[config.mk]
export PLATFORM = sky130hd
export DESIGN_NAME = timing_sequencer_team1_flat
export DESIGN_NICKNAME = d
export VERILOG_FILES = /design/src/rtl/timing_sequencer_team1_if.sv /design/src/rtl/timing_sequencer_team1.sv /design/src/flat_wrapper.sv
export SDC_FILE = /design/constraint.sdc
export NUM_CORES = 1
export LEC_CHECK = 0
export CORE_MARGIN = 2
export CORE_UTILIZATION = 34
export CTS_CLUSTER_DIAMETER = 50
export CTS_CLUSTER_SIZE = 30
export DETAILED_ROUTE_END_ITERATION = 10
export PLACE_DENSITY = 0.83
export SYNTH_ARGS = -nofsm -noshare
export SYNTH_HDL_FRONTEND = slang
export SYNTH_SLANG_ARGS = --single-unit
export TNS_END_PERCENT = 5
[constraint.sdc]
create_clock -name clk -period 3.2 [get_ports clk]
set_input_delay 0.32 -clock clk [delete_from_list [all_inputs] [get_ports clk]]
set_output_delay 0.32 -clock clk [all_outputs]
set_load 0.005 [all_outputs]
[src/rtl/timing_sequencer_team1_if.sv]
// Bus bundle for timing_sequencer_team1: instruction decode and flag inputs, timing and status outputs.
// The master modport drives the decode inputs; the sequencer attaches through the slave modport.
interface timing_sequencer_team1_if #(
    parameter int SC_W = 4
);
    logic                 START;
    logic                 HLT;
    logic [7:0]           D;
    logic                 r;
    logic [11:0]          B;
    logic                 IEN;
    logic                 FGI;
    logic                 FGO;
    logic [SC_W-1:0]      SC;
    logic [2**SC_W-1:0]   T;
    logic                 R;
    logic                 INST_DONE;
    logic [1:0]           STATE;
    logic                 WDT_ERR;

    modport master (
        output START, HLT, D, r, B, IEN, FGI, FGO,
        input  SC, T, R, INST_DONE, STATE, WDT_ERR
    );

    modport slave (
        input  START, HLT, D, r, B, IEN, FGI, FGO,
        output SC, T, R, INST_DONE, STATE, WDT_ERR
    );
endinterface

[src/rtl/timing_sequencer_team1.sv]
// Instruction timing sequencer: steps SC through T0..Tn, runs the interrupt cycle and honours halt.
// Optional stuck-sequence watchdog is built when SEQ_WATCHDOG_EN is defined.
module timing_sequencer_team1 #(
    parameter int SC_W = 4
) (
    input  logic                    clk,
    input  logic                    CLR_GLOBAL_N,
    timing_sequencer_team1_if.slave bus
);
    typedef enum logic [1:0] {
        IDLE = 2'b00,
        RUN  = 2'b01,
        HALT = 2'b10
    } state_e;

    state_e             state_q, state_d;
    logic [SC_W-1:0]    sc_q, sc_d;
    logic               r_q, r_d;
    logic [2**SC_W-1:0] t_dec;
    logic               end_cond;
    logic               halt_instr;
    logic               run_en;
    logic               unused_b;

    assign unused_b = ^bus.B[11:1];

    always_comb begin
        t_dec = '0;
        if (state_q == RUN) t_dec[sc_q] = 1'b1;
    end

    // t_dec is zero outside RUN, so the end terms only fire while sequencing.
    always_comb begin
        end_cond = (r_q & t_dec[2])
                 | (~r_q & (bus.D[0] | bus.D[1] | bus.D[2] | bus.D[5]) & t_dec[5])
                 | (~r_q & (bus.D[3] | bus.D[4] | bus.D[7]) & t_dec[4])
                 | (~r_q & bus.D[6] & t_dec[6])
                 | (~r_q & bus.r & t_dec[4]);
        halt_instr = ~r_q & bus.r & bus.B[0] & t_dec[4];
        run_en     = (state_q == RUN) & ~bus.HLT;
    end

`ifdef SEQ_WATCHDOG_EN
    logic wdt_q, wdt_d;
`endif

    always_comb begin
        state_d = state_q;
        sc_d    = sc_q;
        r_d     = r_q;
`ifdef SEQ_WATCHDOG_EN
        wdt_d   = wdt_q;
`endif
        unique case (state_q)
            IDLE, HALT: begin
                sc_d = '0;
                if (bus.START) state_d = RUN;
            end
            RUN: begin
                if (!bus.HLT) begin
                    if (end_cond) begin
                        sc_d = '0;
                        r_d  = r_q ? 1'b0 : (bus.IEN & (bus.FGI | bus.FGO));
                        if (halt_instr) state_d = HALT;
                    end
`ifdef SEQ_WATCHDOG_EN
                    else if (&sc_q) begin
                        sc_d    = '0;
                        state_d = HALT;
                        wdt_d   = 1'b1;
                    end
`endif
                    else begin
                        sc_d = sc_q + SC_W'(1);
                    end
                end
            end
            default: begin
                state_d = IDLE;
                sc_d    = '0;
            end
        endcase
    end

    always_ff @(posedge clk or negedge CLR_GLOBAL_N) begin
        if (!CLR_GLOBAL_N) begin
            state_q <= IDLE;
            sc_q    <= '0;
            r_q     <= 1'b0;
        end else begin
            state_q <= state_d;
            sc_q    <= sc_d;
            r_q     <= r_d;
        end
    end

`ifdef SEQ_WATCHDOG_EN
    always_ff @(posedge clk or negedge CLR_GLOBAL_N) begin
        if (!CLR_GLOBAL_N) wdt_q <= 1'b0;
        else               wdt_q <= wdt_d;
    end
    assign bus.WDT_ERR = wdt_q;
`else
    assign bus.WDT_ERR = 1'b0;
`endif

    assign bus.SC        = sc_q;
    assign bus.T         = t_dec;
    assign bus.R         = r_q;
    assign bus.INST_DONE = run_en & end_cond;
    assign bus.STATE     = state_q;
endmodule

[src/flat_wrapper.sv]
// flat-port wrapper written by rule: the top's interface ports become plain ports
module timing_sequencer_team1_flat 
#(
    parameter int SC_W = 4
)
  (clk, CLR_GLOBAL_N, bus_START, bus_HLT, bus_D, bus_r, bus_B, bus_IEN, bus_FGI, bus_FGO, bus_SC, bus_T, bus_R, bus_INST_DONE, bus_STATE, bus_WDT_ERR);
  timing_sequencer_team1_if #(.SC_W(SC_W)) bus_i ();
  input  logic clk;
  input  logic CLR_GLOBAL_N;
  input wire logic [$bits(bus_i.START)-1:0] bus_START;
  input wire logic [$bits(bus_i.HLT)-1:0] bus_HLT;
  input wire logic [$bits(bus_i.D)-1:0] bus_D;
  input wire logic [$bits(bus_i.r)-1:0] bus_r;
  input wire logic [$bits(bus_i.B)-1:0] bus_B;
  input wire logic [$bits(bus_i.IEN)-1:0] bus_IEN;
  input wire logic [$bits(bus_i.FGI)-1:0] bus_FGI;
  input wire logic [$bits(bus_i.FGO)-1:0] bus_FGO;
  output wire logic [$bits(bus_i.SC)-1:0] bus_SC;
  output wire logic [$bits(bus_i.T)-1:0] bus_T;
  output wire logic [$bits(bus_i.R)-1:0] bus_R;
  output wire logic [$bits(bus_i.INST_DONE)-1:0] bus_INST_DONE;
  output wire logic [$bits(bus_i.STATE)-1:0] bus_STATE;
  output wire logic [$bits(bus_i.WDT_ERR)-1:0] bus_WDT_ERR;
  assign bus_i.START = bus_START;
  assign bus_i.HLT = bus_HLT;
  assign bus_i.D = bus_D;
  assign bus_i.r = bus_r;
  assign bus_i.B = bus_B;
  assign bus_i.IEN = bus_IEN;
  assign bus_i.FGI = bus_FGI;
  assign bus_i.FGO = bus_FGO;
  assign bus_SC = bus_i.SC;
  assign bus_T = bus_i.T;
  assign bus_R = bus_i.R;
  assign bus_INST_DONE = bus_i.INST_DONE;
  assign bus_STATE = bus_i.STATE;
  assign bus_WDT_ERR = bus_i.WDT_ERR;
  timing_sequencer_team1 #(.SC_W(SC_W)) u_core (.clk(clk), .CLR_GLOBAL_N(CLR_GLOBAL_N), .bus(bus_i));
endmodule
* Word level (Yosys, flattened, before mapping)
Cells that the tools add are included.
** Word-level totals
- Flip-flop bits (word level) :: 7
- Bits of input ports :: 28
- Output and inout port bits :: 25
- Logic and storage cells :: 55
** Cells by class
- Add/sub/neg operators :: 1
- Magnitude comparators :: 2
- Eq/ne operators :: 6
- Muxes and demuxes :: 12
- Bitwise gates (word level) :: 26
- Reduce and logical (&&, ||, !) cells :: 5
** Operator list (count)
- $mux 16 :: 1
- $and 1x1->1 :: 14
- $mux 4 :: 3
- $or 1x1->1 :: 10
- $mux 2 :: 4
- $lt 4x5->1 const B :: 1
- $add 4x1->4 const B :: 1
- $demux 1 s4 :: 1
- $ge 4x1->1 const B :: 1
- $ne 2x1->1 const B :: 2
- $ne 2x2->1 const B :: 2
- $pmux 2 s2 :: 1
- $reduce_and 4->1 :: 1
- $reduce_and 3->1 :: 1
- $eq 2x1->1 const B :: 1
- $eq 2x2->1 const B :: 1
- $logic_not 2->1 :: 1
- $mux 1 :: 2
- $not 1->1 :: 2
- $reduce_or 2->1 :: 1
- $logic_and 1x1->1 :: 1

* Longest topological paths before layout
Gate-level depths: netlist of run 1.
- Depth after elaboration :: 13
- Mapped depth :: 6

* Worst setup path after synthesis of run 1
OpenSTA, ideal clock, no wires.
- Kind :: register to output
- Start :: register u_core.sc_q[0] (netlist: u_core.bus.SC[0])
- End :: output port bus_INST_DONE
- Data arrival time :: 1.494 ns
- Slack :: 1.386 ns
- Cell stages (with the launch flop) :: 6
- Path through :: dfrtp_1 > inv_1 > ha_1 > nand2_1 > a2111oi_2 > o21a_1
** On the way
- Word-level cells in the longest chain between the ends :: 11
- Elaborated cells on any way between the ends :: 16
** Ends and longest elaborated chain
- start: declaration :: line timing_sequencer_team1.sv:17 : logic [SC_W-1:0] sc_q, sc_d;
- start signal: assignment :: line timing_sequencer_team1.sv:88 : sc_q <= '0;
- start signal: assignment :: line timing_sequencer_team1.sv:92 : sc_q <= sc_d;
- $lt 4x5->1 (not written as such) / $ge 4x1->1 (equally long branches) :: line timing_sequencer_team1.sv:29 : if (state_q == RUN) t_dec[sc_q] = 1'b1;
- $logic_and 1x1->1 (not written as such) :: line timing_sequencer_team1.sv:29
- $mux 1 (not written as such) :: line timing_sequencer_team1.sv:29
- $demux 1 s4 (*)
- $mux 16 (*) :: line timing_sequencer_team1.sv:29
- $and 1x1->1 (on tied branches) :: line timing_sequencer_team1.sv:34, timing_sequencer_team1.sv:35
- $or 1x1->1 :: line timing_sequencer_team1.sv:35 : | (~r_q & (bus.D[0] | bus.D[1] | bus.D[2] | bus.D[5]) & t_dec[5])
- $or 1x1->1 :: line timing_sequencer_team1.sv:36 : | (~r_q & (bus.D[3] | bus.D[4] | bus.D[7]) & t_dec[4])
- $or 1x1->1 :: line timing_sequencer_team1.sv:37 : | (~r_q & bus.D[6] & t_dec[6])
- $or 1x1->1 (*) :: line timing_sequencer_team1.sv:38 : | (~r_q & bus.r & t_dec[4]);
- $and 1x1->1 (*) :: line timing_sequencer_team1.sv:110 : assign bus.INST_DONE = run_en & end_cond;
- end: declaration :: line flat_wrapper.sv:21 : output wire logic [$bits(bus_i.INST_DONE)-1:0] bus_INST_DONE;
Every way passes the cells marked *; elsewhere a longest branch is shown, timed or not.

* Worst setup path in the final report of run 1
Same ends and word-level chain as after synthesis.

==> out/results.md, run 1 <==
• completed — run status
• 0 — Post-route DRC
• 631 mW/mm² — power per cell area
• flop — Setup crit start kind
• 50 ps — clock slew at reported path FFs
• in -> async — worst min-delay path class
• 37.0% — initial core utilization
• 79 — cell count after synthesis
• 1230 ps — slack of the worst reg-to-reg path
• 86.6% — fin crit share
• 653 µm² — total standard cell area after synthesis
• 61.7% — relative slew slack
• 30.9% — global routing usage on met2
• 0 — max-slew violation total from the final report
• 0 ps — Setup TNS
• 0 — count of endpoints failing setup in the final report
• 4 — iteration count of the initial detailed-routing pass
• 111 — post-synthesis net count
• 0.00229 mm² — area of the die
• 0.734 — weighted congestion reported at the end of routability-driven placement
• bus_INST_DONE — worst setup path end
• 53 — top-level port count
• dfrtp_1 — Most used DFF post-synth
• 12.0 µm — per-cell routed wire length
• 2710 µm — first-pass GRT wire length
• 429 ps — PnR worst setup slack
• 33 — Yosys cell types
• u_core.bus.SC[0] — Worst Setup SP
• 7 — number of sinks handled by clock tree synthesis
• 0 — hold buffers post-CTS
• 6 — cell depth of the worst setup path
• 152 — final-stage net count
• 100% — share of flip-flops with an asynchronous set or reset
• 0 — Antenna Violating Nets Remaining
• 240 ps — latest clock arrival within the worst-skew pair
• u_core.bus.SC[2] — r2r endpoint
• 2450 ps — arrival time at the worst endpoint
• 4.90 — Vias/cell
• 47.8 µm — die height
• 600 ps — delay of the slowest cell on the worst path
• 1 — number of levels in the clock H-tree
• 0 — number of antenna violations at the first check in global routing
• 649 — via count of the first global-routing pass
• 15 — # rows
• 8.27 µm² — Syn Area/Cell
• 0 — number of setup buffers added after CTS
• 0.00176 mm² — area of the placeable core
• 4 — R2R depth
• 0 — antenna diode instance count
• 2.44 ps — Setup Skew
• 2 — clock tree buffer depth
• 0 — number of endpoints with negative hold slack in the final report
• 2880 ps — data required time at the worst endpoint
• 0 — quantity of gates resized following cts
• 6 — maximum fanout count along the critical path
• 0 — number of enable flip-flop cells after synthesis
• 680 ps — pre-CTS worst setup slack
• clkbuf_4 — root buffer cell
• 361 MHz — upper clock frequency limit
• 26.8% — register area share after synthesis
• 10 — DRC marker count from the first detailed-route iteration
• 0.000410 V — Worst VDD drop
• 3 — TritonCTS Buffers
• inv_1 > ha_1 > nand2_1 > a2111oi_2 > o21a_1 > clkdlybuf4s50_1 — Cell Chain, Critical Path
• 40 — Port Buf Inserts
• 10.9% — share of post-route cells with drive strength above 1
• 573 ps — Slew @ Worst Pin
• 19.4% — met1 layer usage reported by global route
• 61.5% — utilization of the core after routing
• 1460 µm — half-perimeter wire length after detailed placement
• 66.1% — area added between synthesis and finish
• clkdlybuf4s50_1 — most common cell after layout, fill and taps aside
• met2 — most utilized layer in the global route result
• 7 — count of state elements after synthesis
• 1730 µm — total wirelength of the detailed-routed design
• 706 — routed vias
• 2.64% — grt met3 use
• output port — type of element capturing the critical path
• 47.8 µm — die extent in x
• a2111oi_2 — Critical-path top delay cell
• 0.000447 µW — LEAKAGE
• 0 — MaxCap Viol Count
• 16.9% — global routing usage summed across all routing layers
• 2770 ps — clock period minus final worst setup slack
• clkdlybuf4s50_1, and2_1, nand2_1, dfrtp_1 — most frequent cells in the layout
• false — RSZ-0062 raised after global routing
• 13 — maximum number of pins on one net before global-route repair
• 2 — number of buffer and inverter stages on the critical path
• reg -> out — critical path class
• yes — CTS tree
• 326 ps — hold slack final
• compound AO/OA/AOI/OAI gates — CP top delay family
• 685 µW — PnR Total Power
• 0 — Yosys warning count
• u_core.bus.SC[2] — RR Startpoint
• 0 — GR Overflow Total
-- state kept, by name, indices dropped and copies added (netlist names) --
register / count
u_core.bus.R: 1
u_core.bus.SC: 4
u_core.bus.STATE: 2
-- kinds of logic after synthesis --
logic type	after synthesis	synth area share, %
and+or+nand+nor	44	41.0
adders and majority gates	4	7.66
buffers and inverters	10	7.86
AOI/OAI and AO/OA	13	16.1
DFF	7	26.8
other	1	0.574
-- power breakdown --
| group | total, µW | switching, µW | internal (µW) |
|---|---|---|---|
| Clock | 74.8 | 27.6 | 47.3 |
| Combinational | 436 | 181 | 254 |
| Sequential | 174 | 56.1 | 118 |
| Total | 685 | 265 | 420 |
-- routing by layer --
layer	share of wire (%)	vias up	wire length [µm]
li1	-	362	-
met1	43	319	748
met2	51	25	873
met3	6.0	0	104
met4	0	0	0
met5	0	-	0
-- worst min path at each step --
| stage | from | to | slack [ps] | cells past startpoint |
|---|---|---|---|---|
| detailed placement | u_core.bus.STATE[1] | u_core.bus.STATE[1] | 530 | 1 |
| global placement | u_core.bus.STATE[1] | u_core.bus.STATE[1] | 530 | 1 |
| CTS | CLR_GLOBAL_N | u_core.bus.SC[0] | 330 | 1 |
| finish | CLR_GLOBAL_N | u_core.bus.SC[3] | 330 | 1 |
| global route | CLR_GLOBAL_N | u_core.bus.R | 340 | 1 |
| floorplan | CLR_GLOBAL_N | u_core.bus.R | 20 | 0 |
-- through the flow --
| stage | std cells | area [µm²] |
|---|---|---|
| global route | 144 | 1080 |
| detailed placement | 140 | 1060 |
| global placement | 140 | 1060 |
| CTS | 144 | 1080 |
| finish | 144 | 1080 |
| floorplan | 79 | 653 |
-- cell type report --
| type | instances | area, µm² |
|---|---|---|
| well taps | 25 | 31.3 |
| clock buffers | 4 | 26.3 |
| inverters | 6 | 25.0 |
| fillers | 172 | 679 |
| flip-flops and latches | 7 | 175 |
| repair buffers | 40 | 400 |
| multi-input cells | 62 | 427 |
-- synth_stat cells, drive strengths merged (3+ instances only) --
library cell | n | area share (%)
and2 | 12 | 11
dfrtp | 7 | 27
nand2 | 7 | 4.0
inv | 6 | 3.8
nor2 | 5 | 2.9
and3 | 4 | 4.6
ha | 4 | 7.7
or4 | 4 | 5.2
a21oi | 3 | 2.3
nor3 | 3 | 2.3
Power figures use the tool's default switching activity.
==> inputs of run 2 (changes only) <==
- CORE_UTILIZATION: 34 -> 29
- CTS_CLUSTER_SIZE: 30 -> unset
- PLACE_DENSITY: 0.83 -> 0.76
- clock period: 3.2 -> 2.31 ns (I/O delays scaled with it)
==> out/results.md, run 2 (synthesis gave the netlist of run 1 again) <==
• 2 — clock tree buffer depth
• 40 — Port Buf Inserts
• 160 — final-stage net count
• 1960 µm — total wirelength of the detailed-routed design
• flop — Setup crit start kind
• 0 ps — Setup TNS
• 760 — routed vias
• 67.0% — relative slew slack
• 51.5 µm — die extent in x
• 0.588 ps — Setup Skew
• 0 — Post-route DRC
• 0 — Antenna Violating Nets Remaining
• 2210 ps — clock period minus final worst setup slack
• 6 — maximum fanout count along the critical path
• 7 — DRC marker count from the first detailed-route iteration
• clkdlybuf4s50_1, and2_1, buf_4 — most frequent cells in the layout
• yes — CTS tree
• output port — type of element capturing the critical path
• 214 — fillers
• 7 — number of sinks handled by clock tree synthesis
• 30.1% — initial core utilization
• 16.8% — global routing usage summed across all routing layers
• 0.00265 mm² — area of the die
• 4 — number of flip-flops in the largest register
• 21.3% — share of post-route cells with drive strength above 1
• 4 — iteration count of the initial detailed-routing pass
• 51.5 µm — die height
• 12 — maximum number of pins on one net before global-route repair
• false — RSZ-0062 raised after global routing
• 0.00217 mm² — area of the placeable core
• 3 — TritonCTS Buffers
• 17 — # rows
• 741 — via count of the first global-routing pass
• 1580 µm — half-perimeter wire length after detailed placement
• clkdlybuf4s50_1 — most common cell after layout, fill and taps aside
• clkbuf_4 — root buffer cell
• 8 — R2R depth
• 12.7 µm — per-cell routed wire length
• reg -> out — critical path class
• 491 ps — Slew @ Worst Pin
• 81.4% — area added between synthesis and finish
• 2080 ps — data required time at the worst endpoint
• 922 mW/mm² — power per cell area
• 1 — number of levels in the clock H-tree
• 95.6% — fin crit share
• 0 — count of endpoints failing setup in the final report
• 453 MHz — upper clock frequency limit
• 50 ps — clock slew at reported path FFs
• 0.000432 V — Worst VDD drop
• 0.000493 µW — LEAKAGE
• 250 ps — latest clock arrival within the worst-skew pair
• 3280 µm — first-pass GRT wire length
• 1980 ps — arrival time at the worst endpoint
• 53 — top-level port count
• completed — run status
• 0.809 — weighted congestion reported at the end of routability-driven placement
• 0 — number of antenna violations at the first check in global routing
• 4.90 — Vias/cell
• 0 — hold buffers post-CTS
• 0 — antenna diode instance count
• in -> async — worst min-delay path class
• 0 — MaxCap Viol Count
• 0 — GR Overflow Total
• 0 — max-slew violation total from the final report
• 0 — number of endpoints with negative hold slack in the final report
• 54.6% — utilization of the core after routing
run 2: layer usage:
layer  GRT usage, %  vias to the layer above  wire, µm
met5              0                        -         0
met4           7.89                        0        25
met3           2.05                        2       133
met2           31.0                       37       986
met1           18.9                      345       818
li1               -                      376         -
run 2: worst paths after layout:
check | start | endpoint | slack [ps]
worst min-delay path | CLR_GLOBAL_N | u_core.bus.SC[2] | 240
worst min register to register | u_core.bus.STATE[1] | u_core.bus.STATE[1] | 570
worst max register to register | u_core.bus.SC[0] | u_core.bus.SC[2] | 430
max in group asynchronous | CLR_GLOBAL_N | u_core.bus.SC[1] | 1830
worst max-delay path | u_core.bus.STATE[0] | bus_T[2] | 100
min in group clk | bus_START | u_core.bus.STATE[0] | 560
run 2: area by class of cell:
| cell class | count | area, µm² | area share (%) |
|---|---|---|---|
| repair buffers | 48 | 459 | 38.8 |
| clock buffers | 4 | 26.3 | 2.22 |
| flip-flops and latches | 7 | 175 | 14.8 |
| inverters | 6 | 25.0 | 2.11 |
| well taps | 28 | 35.0 | 2.96 |
| multi-input cells | 62 | 464 | 39.2 |
run 2: where the power goes:
group | switching, µW | internal, µW | leakage (µW) | total [µW]
registers | 39.1 | 164 | 0.0000812 | 203
clock network | 46.5 | 66.0 | 0.0000150 | 113
logic | 338 | 438 | 0.000397 | 776
run 2: critical path, stage by stage, from the launching register on:
cell and delay, ps:
dfrtp_1 430, or3b_4 450, nor2_2 130, and2_1 190
clkdlybuf4s50_1 520
run 2: stage by stage:
| stage | worst slack [ps] | total power, µW | cell area (µm²) | cells | hold slack (ps) |
|---|---|---|---|---|---|
| after global routing | 20.5 | 1190 | 1180 | 155 | 252 |
| after global placement | 173 | 904 | 1110 | 150 | 507 |
| after CTS | 40.1 | 1090 | 1170 | 155 | 241 |
| after floorplan | 585 | 550 | 653 | 79 | -64.6 |
| after detailed placement | 142 | 926 | 1110 | 150 | 515 |
| final | 101 | 1090 | 1180 | 155 | 239 |
run 2: what timing repair did:
item                                    CTS  global route
pin swaps                                 2             0
setup buffers                             1             0
endpoints found under the setup margin    1             9
gates resized for setup                   4             4
==> inputs of run 3 (changes only) <==
- CORE_UTILIZATION: 29 -> 32
- PLACE_DENSITY: 0.76 -> 0.79
- clock period: 2.31 -> 2.5 ns (I/O delays scaled with it)
==> out/results.md, run 3 (synthesis gave the netlist of run 1 again) <==
• completed — run status
• reg -> out — critical path class
• 0.00119 mm² — cell area after layout
• 530 ps — slack of the worst reg-to-reg path
• 5.01 — Vias/cell
• 70.4% — combinational share of power
• 259 ps — hold slack final
• clkdlybuf4s50_1 — Critical-path top delay cell
• buffers and inverters — CP top delay family
• 693 — via count of the first global-routing pass
• 159 — final-stage net count
• 39.1% — switching share of total power
• 33.6% — initial core utilization
• 2 — number of buffer and inverter stages on the critical path
• 178 µm² — area of all sequential standard cells
• 4 — iteration count of the initial detailed-routing pass
• 0 — count of endpoints failing setup in the final report
• 624 µW — internal power
• 0 — MaxCap Viol Count
• 81.6 ps — PnR worst setup slack
• 0.00194 mm² — area of the placeable core
• 49.2 µm — die height
• 4 — number of flip-flops in the largest register
• 0 — GR Overflow Total
• 0.00110 mm² — placed inst area
• 1 — number of levels in the clock H-tree
• 0.145 ps — Setup Skew
• 2000 µm — total wirelength of the detailed-routed design
• 0.853 — weighted congestion reported at the end of routability-driven placement
• 175 — fillers
• 119 µm — Routed met3 length
• output port — type of element capturing the critical path
• 3060 µm — first-pass GRT wire length
• 0 — antenna diode instance count
• flop — Setup crit start kind
• 82.4% — area added between synthesis and finish
• 153 — fin cells
• 49.2 µm — die extent in x
• 21 — DRC marker count from the first detailed-route iteration
• 240 ps — latest clock arrival within the worst-skew pair
• 13.1 µm — per-cell routed wire length
• 3 — TritonCTS Buffers
• u_core.bus.SC[0] — RR Startpoint
• 414 MHz — upper clock frequency limit
• 2420 ps — clock period minus final worst setup slack
• 0.00242 mm² — area of the die
• 0 — number of endpoints with negative hold slack in the final report
• 0 — Antenna Violating Nets Remaining
• 9.4% — clock share of power
• 1560 µm — half-perimeter wire length after detailed placement
• in -> async — worst min-delay path class
• 53 — top-level port count
• 59.1% — relative slew slack
• 0.000481 µW — LEAKAGE
• 1030 µm — WL met2
• 0 — max-slew violation total from the final report
• clkbuf_4 — root buffer cell
• 40 — Port Buf Inserts
• 147 — number of cells after detailed placement
• 0 — hold buffers post-CTS
• 12 — maximum number of pins on one net before global-route repair
• 2 — clock tree buffer depth
• 7 — number of sinks handled by clock tree synthesis
• u_core.bus.SC[2] — r2r endpoint
• 5 — maximum fanout count along the critical path
• 0.000536 V — Worst VDD drop
• yes — CTS tree
• 20.2% — Flop pwr share
• 766 — routed vias
• 16.0% — global routing usage summed across all routing layers
• 20.6% — share of post-route cells with drive strength above 1
• 96.7% — fin crit share
• 859 mW/mm² — power per cell area
• 475 µm² — area used by multi-input combinational logic
• 16 — # rows
• 500 ps — delay of the slowest cell on the worst path
• clkdlybuf4s50_1 — most common cell after layout, fill and taps aside
• 400 µW — net switching power
• met4 — top routing layer in use
• 608 ps — Slew @ Worst Pin
• 2250 ps — data required time at the worst endpoint
• 219 ps — pre-CTS worst setup slack
• clkdlybuf4s50_1, and2_1, nand2_1, buf_4 — most frequent cells in the layout
• 50 ps — clock slew at reported path FFs
• 8 — R2R depth
• 2170 ps — arrival time at the worst endpoint
• 0 — number of antenna violations at the first check in global routing
• or3b_4 > buf_4 > a2111oi_4 > o21a_1 > clkdlybuf4s50_1 — Cell Chain, Critical Path
• 0 — Post-route DRC
• 820 µm — met1 wire length
## run 3: cell count changes in the layout (fill, tap and decap cells not counted), moves of 2 or more
| cell | before | now |
|---|---|---|
| nor3_2 | 2 | 0 |
| dfrtp_2 | 0 | 2 |
| dfrtp_1 | 7 | 5 |
| nor3_1 | 1 | 3 |
## run 3: final cells by class
type,instances,share of cell area (%)
repair buffers,47,38.0
multi-input cells,62,39.9
clock buffers,4,2.21
inverters,6,2.10
flip-flops and latches,7,14.9
well taps,27,2.84
## run 3: stage by stage
step           total power, µW  util, %  setup TNS, ps
2_1_floorplan              509        -              0
3_3_place_gp               816     56.6              0
3_5_place_dp               838     56.6              0
4_1_cts                    950     58.4              0
5_1_grt                   1110     61.3          -5.16
6_report                  1020     61.3              0
## run 3: power by group through the flow
| stage | Combinational, µW | Sequential (µW) | Clock, µW |
|---|---|---|---|
| floorplan | 310 | 198 | 0 |
| global placement | 616 | 200 | 0 |
| detailed placement | 636 | 203 | 0 |
| CTS | 648 | 202 | 100 |
| global route | 786 | 213 | 113 |
| finish | 721 | 207 | 96.0 |
## run 3: worst max-delay path by stage
| stage | depth (start not counted) | from | to |
|---|---|---|---|
| 2_1_floorplan | 5 | u_core.bus.SC[0] | bus_INST_DONE |
| 3_3_place_gp | 4 | u_core.bus.SC[3] | bus_INST_DONE |
| 3_5_place_dp | 4 | u_core.bus.SC[3] | bus_INST_DONE |
| 4_1_cts | 5 | u_core.bus.SC[3] | bus_INST_DONE |
| 5_1_grt | 5 | u_core.bus.SC[3] | bus_INST_DONE |
| 6_report | 5 | u_core.bus.SC[3] | bus_INST_DONE |
## run 3: repair_timing
action | 4_1_cts | 5_1_grt
pin swaps | 0 | 2
setup buffers | 0 | 2
endpoints found under the setup margin | 1 | 2
gates resized for setup | 2 | 7
## run 3: worst reg2reg max path, cell delays in order, from the launching register on
cell and delay (ps):
dfrtp_2 420, inv_1 90, ha_1 220, buf_4 160, nand2_1 100, o32ai_4 100, buf_4 160, or3_2 430
a31oi_1 200
## run 3: layer usage
metal	up-vias	track usage (%)
li1	375	-
met1	343	18.3
met2	42	28.8
met3	6	2.15
met4	0	7.62
met5	-	0
